--- src/rtl/rcp_pkg.sv ---
`timescale 1ns/1ps
`default_nettype none
// ============================================================================
// Module   : rcp_pkg
// Purpose  : Shared types and constants for the reciprocal requester slice:
//            requester FSM state encoding, default SQ(M).(N) operand width,
//            saturation value and timeout counter width.
// Ports    : none (package)
// Revision : 1.0 - initial release
// ============================================================================
package rcp_pkg;

  // Default operand format SQ(12).(12)
  localparam int c_rcp_m = 12;
  localparam int c_rcp_n = 12;
  localparam int c_rcp_w = c_rcp_m + c_rcp_n;

  // Largest positive SQ value, substituted when a reciprocal cannot be formed
  localparam logic [c_rcp_w-1:0] c_rcp_sat = {1'b0, {(c_rcp_w-1){1'b1}}};

  // Width of the done-wait watchdog counter (TIMEOUT must fit in it)
  localparam int c_tmo_w = 8;

  typedef enum logic [2:0] {
    IDLE   = 3'd0,
    REQ_X  = 3'd1,
    WAIT_X = 3'd2,
    REQ_Y  = 3'd3,
    WAIT_Y = 3'd4,
    HOLD   = 3'd5
  } rcp_state_t;

endpackage : rcp_pkg
`default_nettype wire

--- src/rtl/rcp_watchdog.sv ---
`timescale 1ns/1ps
`default_nettype none
// ============================================================================
// Module   : rcp_watchdog
// Purpose  : Load/decrement/expire counter bounding how long the requester
//            waits for the reciprocal device's done.
// Ports    : i_clk      clock
//            i_reset_n  asynchronous active-low reset
//            i_load     load TIMEOUT (asserted on the cycle before a wait)
//            i_dec      decrement (asserted while waiting)
//            o_expire   last permitted wait cycle without done
// Revision : 1.0 - initial release
// ============================================================================
module rcp_watchdog
  import rcp_pkg::*;
#(
  parameter int TIMEOUT = 15
) (
  input  logic i_clk,
  input  logic i_reset_n,
  input  logic i_load,
  input  logic i_dec,
  output logic o_expire
);

  localparam logic [c_tmo_w-1:0] c_load = c_tmo_w'(TIMEOUT);

  logic [c_tmo_w-1:0] r_cnt;

  always_ff @(posedge i_clk or negedge i_reset_n) begin
    if (!i_reset_n) begin
      r_cnt <= '0;
    end else if (i_load) begin
      r_cnt <= c_load;
    end else if (i_dec && (r_cnt != '0)) begin
      r_cnt <= r_cnt - 1'b1;
    end
  end

  // Counter holds TIMEOUT in the first wait cycle, so it reads 1 in the
  // TIMEOUT-th wait cycle; expiring there gives exactly TIMEOUT wait cycles.
  assign o_expire = i_dec && (r_cnt == c_tmo_w'(1));

endmodule : rcp_watchdog
`default_nettype wire

--- src/rtl/rcp_requester.sv ---
`timescale 1ns/1ps
`default_nettype none
// ============================================================================
// Module   : rcp_requester
// Purpose  : Drives the sequential reciprocal device's start/done handshake
//            for an (X, Y) ray-direction pair and returns both reciprocals
//            with saturation flags as one registered valid/ready transfer.
// Ports    : i_clk, i_reset_n         clock, async active-low reset
//            i_valid/o_ready          upstream operand handshake
//            i_x, i_y, i_abs          operands and abs-mode request
//            o_start, o_rcp_data,
//            o_rcp_abs                request side of the device
//            i_rcp_data, i_rcp_sat,
//            i_rcp_done               response side of the device
//            o_valid/i_ready          downstream result handshake
//            o_rx, o_ry, o_sat_x,
//            o_sat_y                  results
//            o_err                    done timeout seen (sticky to next accept)
// Config   : RCP_REQ_TIMEOUT_EN - enables the done-wait watchdog and o_err;
//            when undefined WAIT states wait indefinitely and o_err is 0.
// Revision : 1.0 - initial release
// ============================================================================
module rcp_requester
  import rcp_pkg::*;
#(
  parameter int M       = 12,
  parameter int N       = 12,
  parameter int TIMEOUT = 15
) (
  input  logic           i_clk,
  input  logic           i_reset_n,
  input  logic           i_valid,
  output logic           o_ready,
  input  logic [M+N-1:0] i_x,
  input  logic [M+N-1:0] i_y,
  input  logic           i_abs,
  output logic           o_start,
  output logic [M+N-1:0] o_rcp_data,
  output logic           o_rcp_abs,
  input  logic [M+N-1:0] i_rcp_data,
  input  logic           i_rcp_sat,
  input  logic           i_rcp_done,
  output logic           o_valid,
  input  logic           i_ready,
  output logic [M+N-1:0] o_rx,
  output logic [M+N-1:0] o_ry,
  output logic           o_sat_x,
  output logic           o_sat_y,
  output logic           o_err
);

  localparam int              c_w   = M + N;
  localparam logic [c_w-1:0]  c_sat = {1'b0, {(c_w-1){1'b1}}};

  rcp_state_t      r_state;
  logic [c_w-1:0]  r_x;
  logic [c_w-1:0]  r_y;
  logic            w_expire;

`ifdef RCP_REQ_TIMEOUT_EN
  logic w_wd_load;
  logic w_wd_dec;
  logic r_err;

  // Load on the REQ cycle that issues a start, i.e. right before WAIT.
  assign w_wd_load = ((r_state == REQ_X) && (r_x != '0)) ||
                     ((r_state == REQ_Y) && (r_y != '0));
  assign w_wd_dec  = (r_state == WAIT_X) || (r_state == WAIT_Y);

  rcp_watchdog #(
    .TIMEOUT (TIMEOUT)
  ) u_watchdog (
    .i_clk     (i_clk),
    .i_reset_n (i_reset_n),
    .i_load    (w_wd_load),
    .i_dec     (w_wd_dec),
    .o_expire  (w_expire)
  );

  assign o_err = r_err;
`else
  assign w_expire = 1'b0;
  assign o_err    = 1'b0;
`endif

  // o_start is raised on the edge that enters REQ_x, so the device samples it
  // at the edge that enters WAIT_x. The device clears its done on that same
  // edge, so the first done sample in WAIT_x is already the fresh value.
  always_ff @(posedge i_clk or negedge i_reset_n) begin
    if (!i_reset_n) begin
      r_state    <= IDLE;
      r_x        <= '0;
      r_y        <= '0;
      o_ready    <= 1'b0;
      o_start    <= 1'b0;
      o_rcp_data <= '0;
      o_rcp_abs  <= 1'b0;
      o_valid    <= 1'b0;
      o_rx       <= '0;
      o_ry       <= '0;
      o_sat_x    <= 1'b0;
      o_sat_y    <= 1'b0;
`ifdef RCP_REQ_TIMEOUT_EN
      r_err      <= 1'b0;
`endif
    end else begin
      o_start <= 1'b0;
      case (r_state)
        IDLE: begin
          if (!o_ready) begin
            // First cycle after reset or after a result handoff
            o_ready <= 1'b1;
          end else if (i_valid) begin
            o_ready   <= 1'b0;
            r_x       <= i_x;
            r_y       <= i_y;
            o_rcp_abs <= i_abs;
`ifdef RCP_REQ_TIMEOUT_EN
            r_err     <= 1'b0;
`endif
            if (i_x != '0) begin
              o_start    <= 1'b1;
              o_rcp_data <= i_x;
            end
            r_state <= REQ_X;
          end
        end

        REQ_X: begin
          if (r_x == '0) begin
            o_rx    <= c_sat;
            o_sat_x <= 1'b1;
            if (r_y != '0) begin
              o_start    <= 1'b1;
              o_rcp_data <= r_y;
            end
            r_state <= REQ_Y;
          end else begin
            r_state <= WAIT_X;
          end
        end

        WAIT_X: begin
          if (i_rcp_done || w_expire) begin
            o_rx    <= i_rcp_done ? i_rcp_data : c_sat;
            o_sat_x <= i_rcp_done ? i_rcp_sat  : 1'b1;
`ifdef RCP_REQ_TIMEOUT_EN
            if (!i_rcp_done) r_err <= 1'b1;
`endif
            if (r_y != '0) begin
              o_start    <= 1'b1;
              o_rcp_data <= r_y;
            end
            r_state <= REQ_Y;
          end
        end

        REQ_Y: begin
          if (r_y == '0) begin
            o_ry    <= c_sat;
            o_sat_y <= 1'b1;
            o_valid <= 1'b1;
            r_state <= HOLD;
          end else begin
            r_state <= WAIT_Y;
          end
        end

        WAIT_Y: begin
          if (i_rcp_done || w_expire) begin
            o_ry    <= i_rcp_done ? i_rcp_data : c_sat;
            o_sat_y <= i_rcp_done ? i_rcp_sat  : 1'b1;
`ifdef RCP_REQ_TIMEOUT_EN
            if (!i_rcp_done) r_err <= 1'b1;
`endif
            o_valid <= 1'b1;
            r_state <= HOLD;
          end
        end

        HOLD: begin
          if (i_ready) begin
            o_valid <= 1'b0;
            o_ready <= 1'b1;
            r_state <= IDLE;
          end
        end

        default: begin
          r_state <= IDLE;
        end
      endcase
    end
  end

endmodule : rcp_requester
`default_nettype wire

--- config.mk ---
export PLATFORM = sky130hd
export DESIGN_NAME = rcp_requester
export DESIGN_NICKNAME = d
export VERILOG_FILES = /design/src/rtl/rcp_pkg.sv /design/src/rtl/rcp_watchdog.sv /design/src/rtl/rcp_requester.sv
export SDC_FILE = /design/constraint.sdc
export NUM_CORES = 1
export LEC_CHECK = 0
export CAP_MARGIN = 25
export CORE_AREA = 2 2 110 112
export DETAILED_ROUTE_END_ITERATION = 10
export DIE_AREA = 0 0 112 114
export HOLD_SLACK_MARGIN = 0.15
export PLACE_DENSITY = 0.91
export SYNTH_ARGS = -nofsm -noshare
export SYNTH_HDL_FRONTEND = slang
export SYNTH_SLANG_ARGS = --single-unit
--- constraint.sdc ---
create_clock -name i_clk -period 2.22 [get_ports i_clk]
set_input_delay 0.333 -clock i_clk [delete_from_list [all_inputs] [get_ports i_clk]]
set_output_delay 0.333 -clock i_clk [all_outputs]
set_load 0.01 [all_outputs]
==> Word-level counts from Yosys, hierarchy flattened <==
Cells that the tools add are included.
{ "op_classes": {"eq_ne": 13, "n_reduce_logical": 17, "mux": 39} }
{ "op_table": {"columns": ["cell", "n"], "rows": [
  ["24-bit 2-to-1 mux", 9],
  ["24-bit case mux with 2 select lines", 2],
  ["24-bit case mux with 3 select lines", 1],
  ["24-bit logical NOT", 2],
  ["24-bit nonzero test", 2],
  ["3-bit case mux with 6 select lines", 1],
  ["1-bit 2-to-1 mux", 16],
  ["2-bit inequality test (second input constant)", 8],
  ["3-bit 2-to-1 mux", 5],
  ["3-bit AND reduction", 3],
  ["3-bit by 2-bit == test with 1-bit output (second input constant)", 2],
  ["3-bit == test (second input constant)", 2],
  ["1-bit case mux with 2 select lines", 3],
  ["1-bit case mux with 3 select lines", 2],
  ["6-bit AND reduction", 1],
  ["2-bit nonzero test", 3],
  ["3-bit nonzero test", 2],
  ["5-bit AND reduction", 1],
  ["4-bit AND reduction", 1],
  ["3-bit by 1-bit == test with 1-bit output (second input constant)", 1],
  ["3-bit logical NOT", 1],
  ["2-bit AND reduction", 1]
]} }
{ "totals": {"output_inout_bits": 79, "input_bits": 79, "ff_bits": 129, "wordCells": 81} }

==> Longest topological paths before layout <==
{ "logic_depth": {"depth_word": 5, "ltp_mapped": 7, "depth_no_buf": 5} }

==> Worst setup path after synthesis <==
No wires, ideal clock.
{ "synth_path": {"kind": "reg-to-reg", "start": "register r_state[1]", "end": "register o_rcp_data[10]", "slack_ns": 0.258, "period_less_slack_ns": 1.962, "n_path_buf": 2, "path_stages_with_launch": 8, "t_arrival_ns": 1.837, "cell_sequence": "dfrtp_1 -> buf_6 -> nor4_2 -> nand4_1 -> o21a_1 -> o21ai_4 -> buf_12 -> mux2_4"} }
{ "synth_between": {"elab_chain_len": 3, "elab_cells_between_ends": 11} }
{ "synth_rtl": {"columns": ["item", "line", "rtl"], "rows": [
  ["from (decl)", "rcp_requester.sv:55", "rcp_state_t r_state;"],
  ["from (signal assigned)", "rcp_requester.sv:91", "r_state <= IDLE;"],
  ["from (signal assigned)", "rcp_requester.sv:125", "r_state <= REQ_X;"],
  ["from (signal assigned)", "rcp_requester.sv:137", "r_state <= REQ_Y;"],
  ["3-bit by 1-bit == test with 1-bit output, or another cell as far along", "rcp_requester.sv:108", "case (r_state)"],
  ["2-bit inequality test (no source line) / 3-bit nonzero test (equally long branches)", null, null],
  ["6-bit AND reduction (no source line)", null, null],
  ["to (signal assigned)", "rcp_requester.sv:123", "o_rcp_data <= i_x;"],
  ["to (signal assigned)", "rcp_requester.sv:135", "o_rcp_data <= r_y;"],
  ["to (signal assigned)", "rcp_requester.sv:152", "o_rcp_data <= r_y;"],
  ["to (decl)", "rcp_requester.sv:38", "output logic [M+N-1:0] o_rcp_data,"]
]} }
Parallel ways exist; a longest one is shown, timed or not.
A chain may end at the register's enable or synchronous reset.

==> Worst setup path after layout <==
{ "layout_path": {"start": "register r_y[1]", "end": "register o_rcp_data[16]"} }
{ "layout_between": {"elab_chain_len": 4, "elab_cells_between_ends": 5} }
{ "layout_rtl": {"columns": ["item", "line", "rtl"], "rows": [
  ["from (decl)", "rcp_requester.sv:57", "logic [c_w-1:0] r_y;"],
  ["from (signal assigned)", "rcp_requester.sv:116", "r_y <= i_y;"],
  ["24-bit nonzero test *", "rcp_requester.sv:133, rcp_requester.sv:150", null],
  ["24-bit 2-to-1 mux *", null, null],
  ["24-bit 2-to-1 mux, on equally long branches", null, null],
  ["24-bit case mux with 3 select lines *", null, null]
]} }
Every way passes the cells marked *; elsewhere a longest branch is shown, timed or not. The select of a mux whose other input is x is not followed.

==> impl_metrics.json <==
{
  "root_buffer": "clkbuf_16",
  "synth_area_sq_um": 5500,
  "place_congestion": 0.822,
  "postSynthNetCount": 498,
  "worstPathMaxFanout": 12,
  "synth_mux_area_share_pct": 21.2,
  "met1_length_microns": 6010,
  "synth_area_leader_cell": "dfrtp_1",
  "fin_nets": 685,
  "netlist-cell-type-count": 36,
  "end_kind": "flip-flop",
  "clk_latency_ns": 0.41,
  "path_class": "reg -> reg",
  "period_needed_ns": 2.15,
  "diodes": 0,
  "drt_iter0_markers": 272,
  "grt_pass1_wl_microns": 23900,
  "cts_setup_buffers": 0,
  "grt_pass1_vias": 4608,
  "synth_compound_gate_area_share_pct": 8.17,
  "syn2layout_area_growth_pct": 46.4,
  "die_x_microns": 112,
  "synth_simple_gate_area_share_pct": 8.49,
  "period_share_pct": 96.9,
  "p_leak_nw": 3.26,
  "num_vias": 4246,
  "crit_path_start_kind": "flip-flop",
  "drt-vias-per-instance": 5.54,
  "h-tree-depth": 4,
  "synth_seq_cells": 129,
  "port_buffers": 156,
  "synth_area_leaders": "dfrtp_1, mux2_2, mux2_4, o22a_1, nor2_1",
  "dp_cells": 733,
  "start_util_pct": 46.9,
  "grt_max_degree": 50,
  "slew_viol_final": 0,
  "cts.path.max_buffers": 2,
  "routed.top_layer": "met4",
  "cts.clk_slew.worst_paths_ns": 0.06,
  "overflow": 0,
  "num_rows": 40,
  "drive_gt1_share_pct": 28.6,
  "status": "complete, no violations",
  "power_w": 0.0123,
  "hold_class": "in -> async",
  "finalHoldViolCount": 0,
  "reg2reg_depth": 7,
  "core-area_sq_um": 11700,
  "fp.dieH_microns": 114,
  "drc": 0,
  "yosysTopAreaCellShare_pct": 58.7,
  "ir_worst_vdd_mv": 0.828,
  "powerDensity_nw_per_um2": 1530,
  "setup_viol": 0,
  "routed_wl_microns": 15000,
  "dieArea_sq_um": 12800,
  "cts_tree": "yes",
  "crit_arrival_ns": 2.44,
  "antenna_found_initial": 0,
  "synthAdderAreaFrac_pct": 0,
  "track_usage_pct": 23.9,
  "wl_per_cell_microns": 19.5,
  "synth_top_family_by_area": "multiplexers",
  "maxCapViolations": 0,
  "yosys_warnings": 0,
  "yosysSeqAreaShare_pct": 58.7,
  "clock_sinks": 129,
  "pin_count": 158,
  "fmax_ghz": 0.465,
  "cts_buffers": 17,
  "fill_cells": 807,
  "final_antenna_net_count": 0,
  "fin_cells": 766,
  "synth_area_per_cell_sq_um": 13.1,
  "first_pass_iters": 5,
  "wl_met3_microns": 705,
  "fin_skew_ns": 0.0136,
  "met2_length_microns": 7820,
  "synthXorXnorAreaFrac_pct": 0.159,
  "netlist_instances": 419,
  "hpwl_microns": 10500,
  "required_ns": 2.51
}
-- routing by layer --
metal / vias to the layer above / GRT usage, %
met3: 41 / 5.84
met2: 176 / 42.3
li1: 1889 / -
met4: 0 / 9.27
met1: 2140 / 28.3
met5: - / 0
-- layout by cell type (no fill, tap or decap), drive strengths merged, types with 4 or more instances in the layout --
cell type,synthesis,final
a21oi,27,27
buf,17,38
clkbuf,9,19
clkdlybuf4s50,0,155
clkinv,0,4
clkinvlp,0,8
dfrtp,129,129
mux2,97,97
nand2,10,10
nor2,55,55
nor4,18,18
o21ai,7,7
o22a,24,24
-- metrics by stage --
stage	hold slack (ns)	util, %	setup slack (ns)	TNS (ns)	area, sq um
finish	0.471	68.7	0.0694	0	8040
global route	0.494	68.7	-0.0178	-0.0358	8040
CTS	0.451	68.5	0.00895	0	8020
detailed placement	0.323	63.6	-0.178	-4.02	7450
global placement	0.319	63.6	-0.189	-4.36	7450
floorplan	0.0374	-	0.258	0	5500
-- report_power, final --
group / switching [W] / total (W) / leakage (nW) / internal, W
registers: 0.000856 / 0.00440 / 1.46 / 0.00354
logic: 0.00212 / 0.00530 / 1.55 / 0.00317
clock network: 0.00101 / 0.00260 / 0.255 / 0.00159
total: 0.00399 / 0.0123 / 3.26 / 0.00830
-- worst max-delay path: stages, from the launching register on --
cell,delay (ns)
dfrtp_1,0.41
nor4_1,0.48
nand4_1,0.26
nor2_1,0.15
buf_4,0.16
o21ai_4,0.09
buf_12,0.16
mux2_4,0.31
-- final timing paths --
kind | start | slack, ns | endpoint
max in group asynchronous | i_reset_n | 1.10 | o_ry[8]$_DFFE_PN0P_
worst min register to register | o_ry[8]$_DFFE_PN0P_ | 0.49 | o_ry[8]$_DFFE_PN0P_
worst min-delay path | i_reset_n | 0.47 | o_ry[21]$_DFFE_PN0P_
min in group i_clk | o_ry[8]$_DFFE_PN0P_ | 0.49 | o_ry[8]$_DFFE_PN0P_
worst max register to register | r_y[1]$_DFFE_PN0P_ | 0.07 | o_rcp_data[16]$_DFFE_PN0P_
worst max-delay path | r_y[1]$_DFFE_PN0P_ | 0.07 | o_rcp_data[16]$_DFFE_PN0P_
-- area by class of cell --
class / instances / area (sq um) / share of cell area (%)
Clock buffer: 19 / 453 / 5.63
Clock inverter: 13 / 114 / 1.42
Inverter: 3 / 11.3 / 0.140
Multi-Input combinational cell: 261 / 2130 / 26.5
Sequential cell: 129 / 3230 / 40.1
Tap cell: 147 / 184 / 2.29
Timing Repair Buffer: 194 / 1920 / 23.9
-- state kept, by name, indices dropped and copies added, names as in the netlist --
name and count:
o_sat_x 1, r_y 24, o_rcp_abs 1, o_valid 1
o_rx 24, r_x 24, o_ready 1, o_ry 24
r_state 3, o_rcp_data 24, o_start 1, o_sat_y 1
-- kinds of logic after synthesis --
family                    Yosys count
buffers and inverters              29
and+or+nand+nor                    97
other                               1
muxes                              97
AOI/OAI and AO/OA                  65
xor gates and xnor gates            1
DFF                               129
-- cell usage after synthesis --
library cell / instances
a211oi_1: 1
a21oi_1: 27
a221oi_1: 1
a31o_2: 1
a31oi_1: 1
a41o_1: 1
buf_12: 2
buf_2: 12
buf_4: 1
buf_6: 2
clkbuf_1: 9
conb_1: 1
dfrtp_1: 129
inv_1: 3
mux2_2: 78
mux2_4: 19
nand2_1: 10
nand2b_1: 2
nand3_1: 3
nand4_1: 3
nand4b_1: 1
nor2_1: 54
nor2_2: 1
nor2b_1: 2
nor3_1: 1
nor3b_1: 1
nor4_1: 16
nor4_2: 2
nor4b_2: 1
o21a_1: 1
o21ai_0: 5
o21ai_1: 1
o21ai_4: 1
o221ai_1: 1
o22a_1: 24
xnor2_1: 1
-- timing repair --
| item | 4_1_cts | 5_1_grt |
|---|---|---|
| endpoints found under the hold margin | 33 | 0 |
| hold buffers | 1 | 0 |
| resized for setup | 0 | 3 |
| endpoints found under the setup margin | 0 | 24 |
Note: power is estimated with default switching activity, not from simulation.
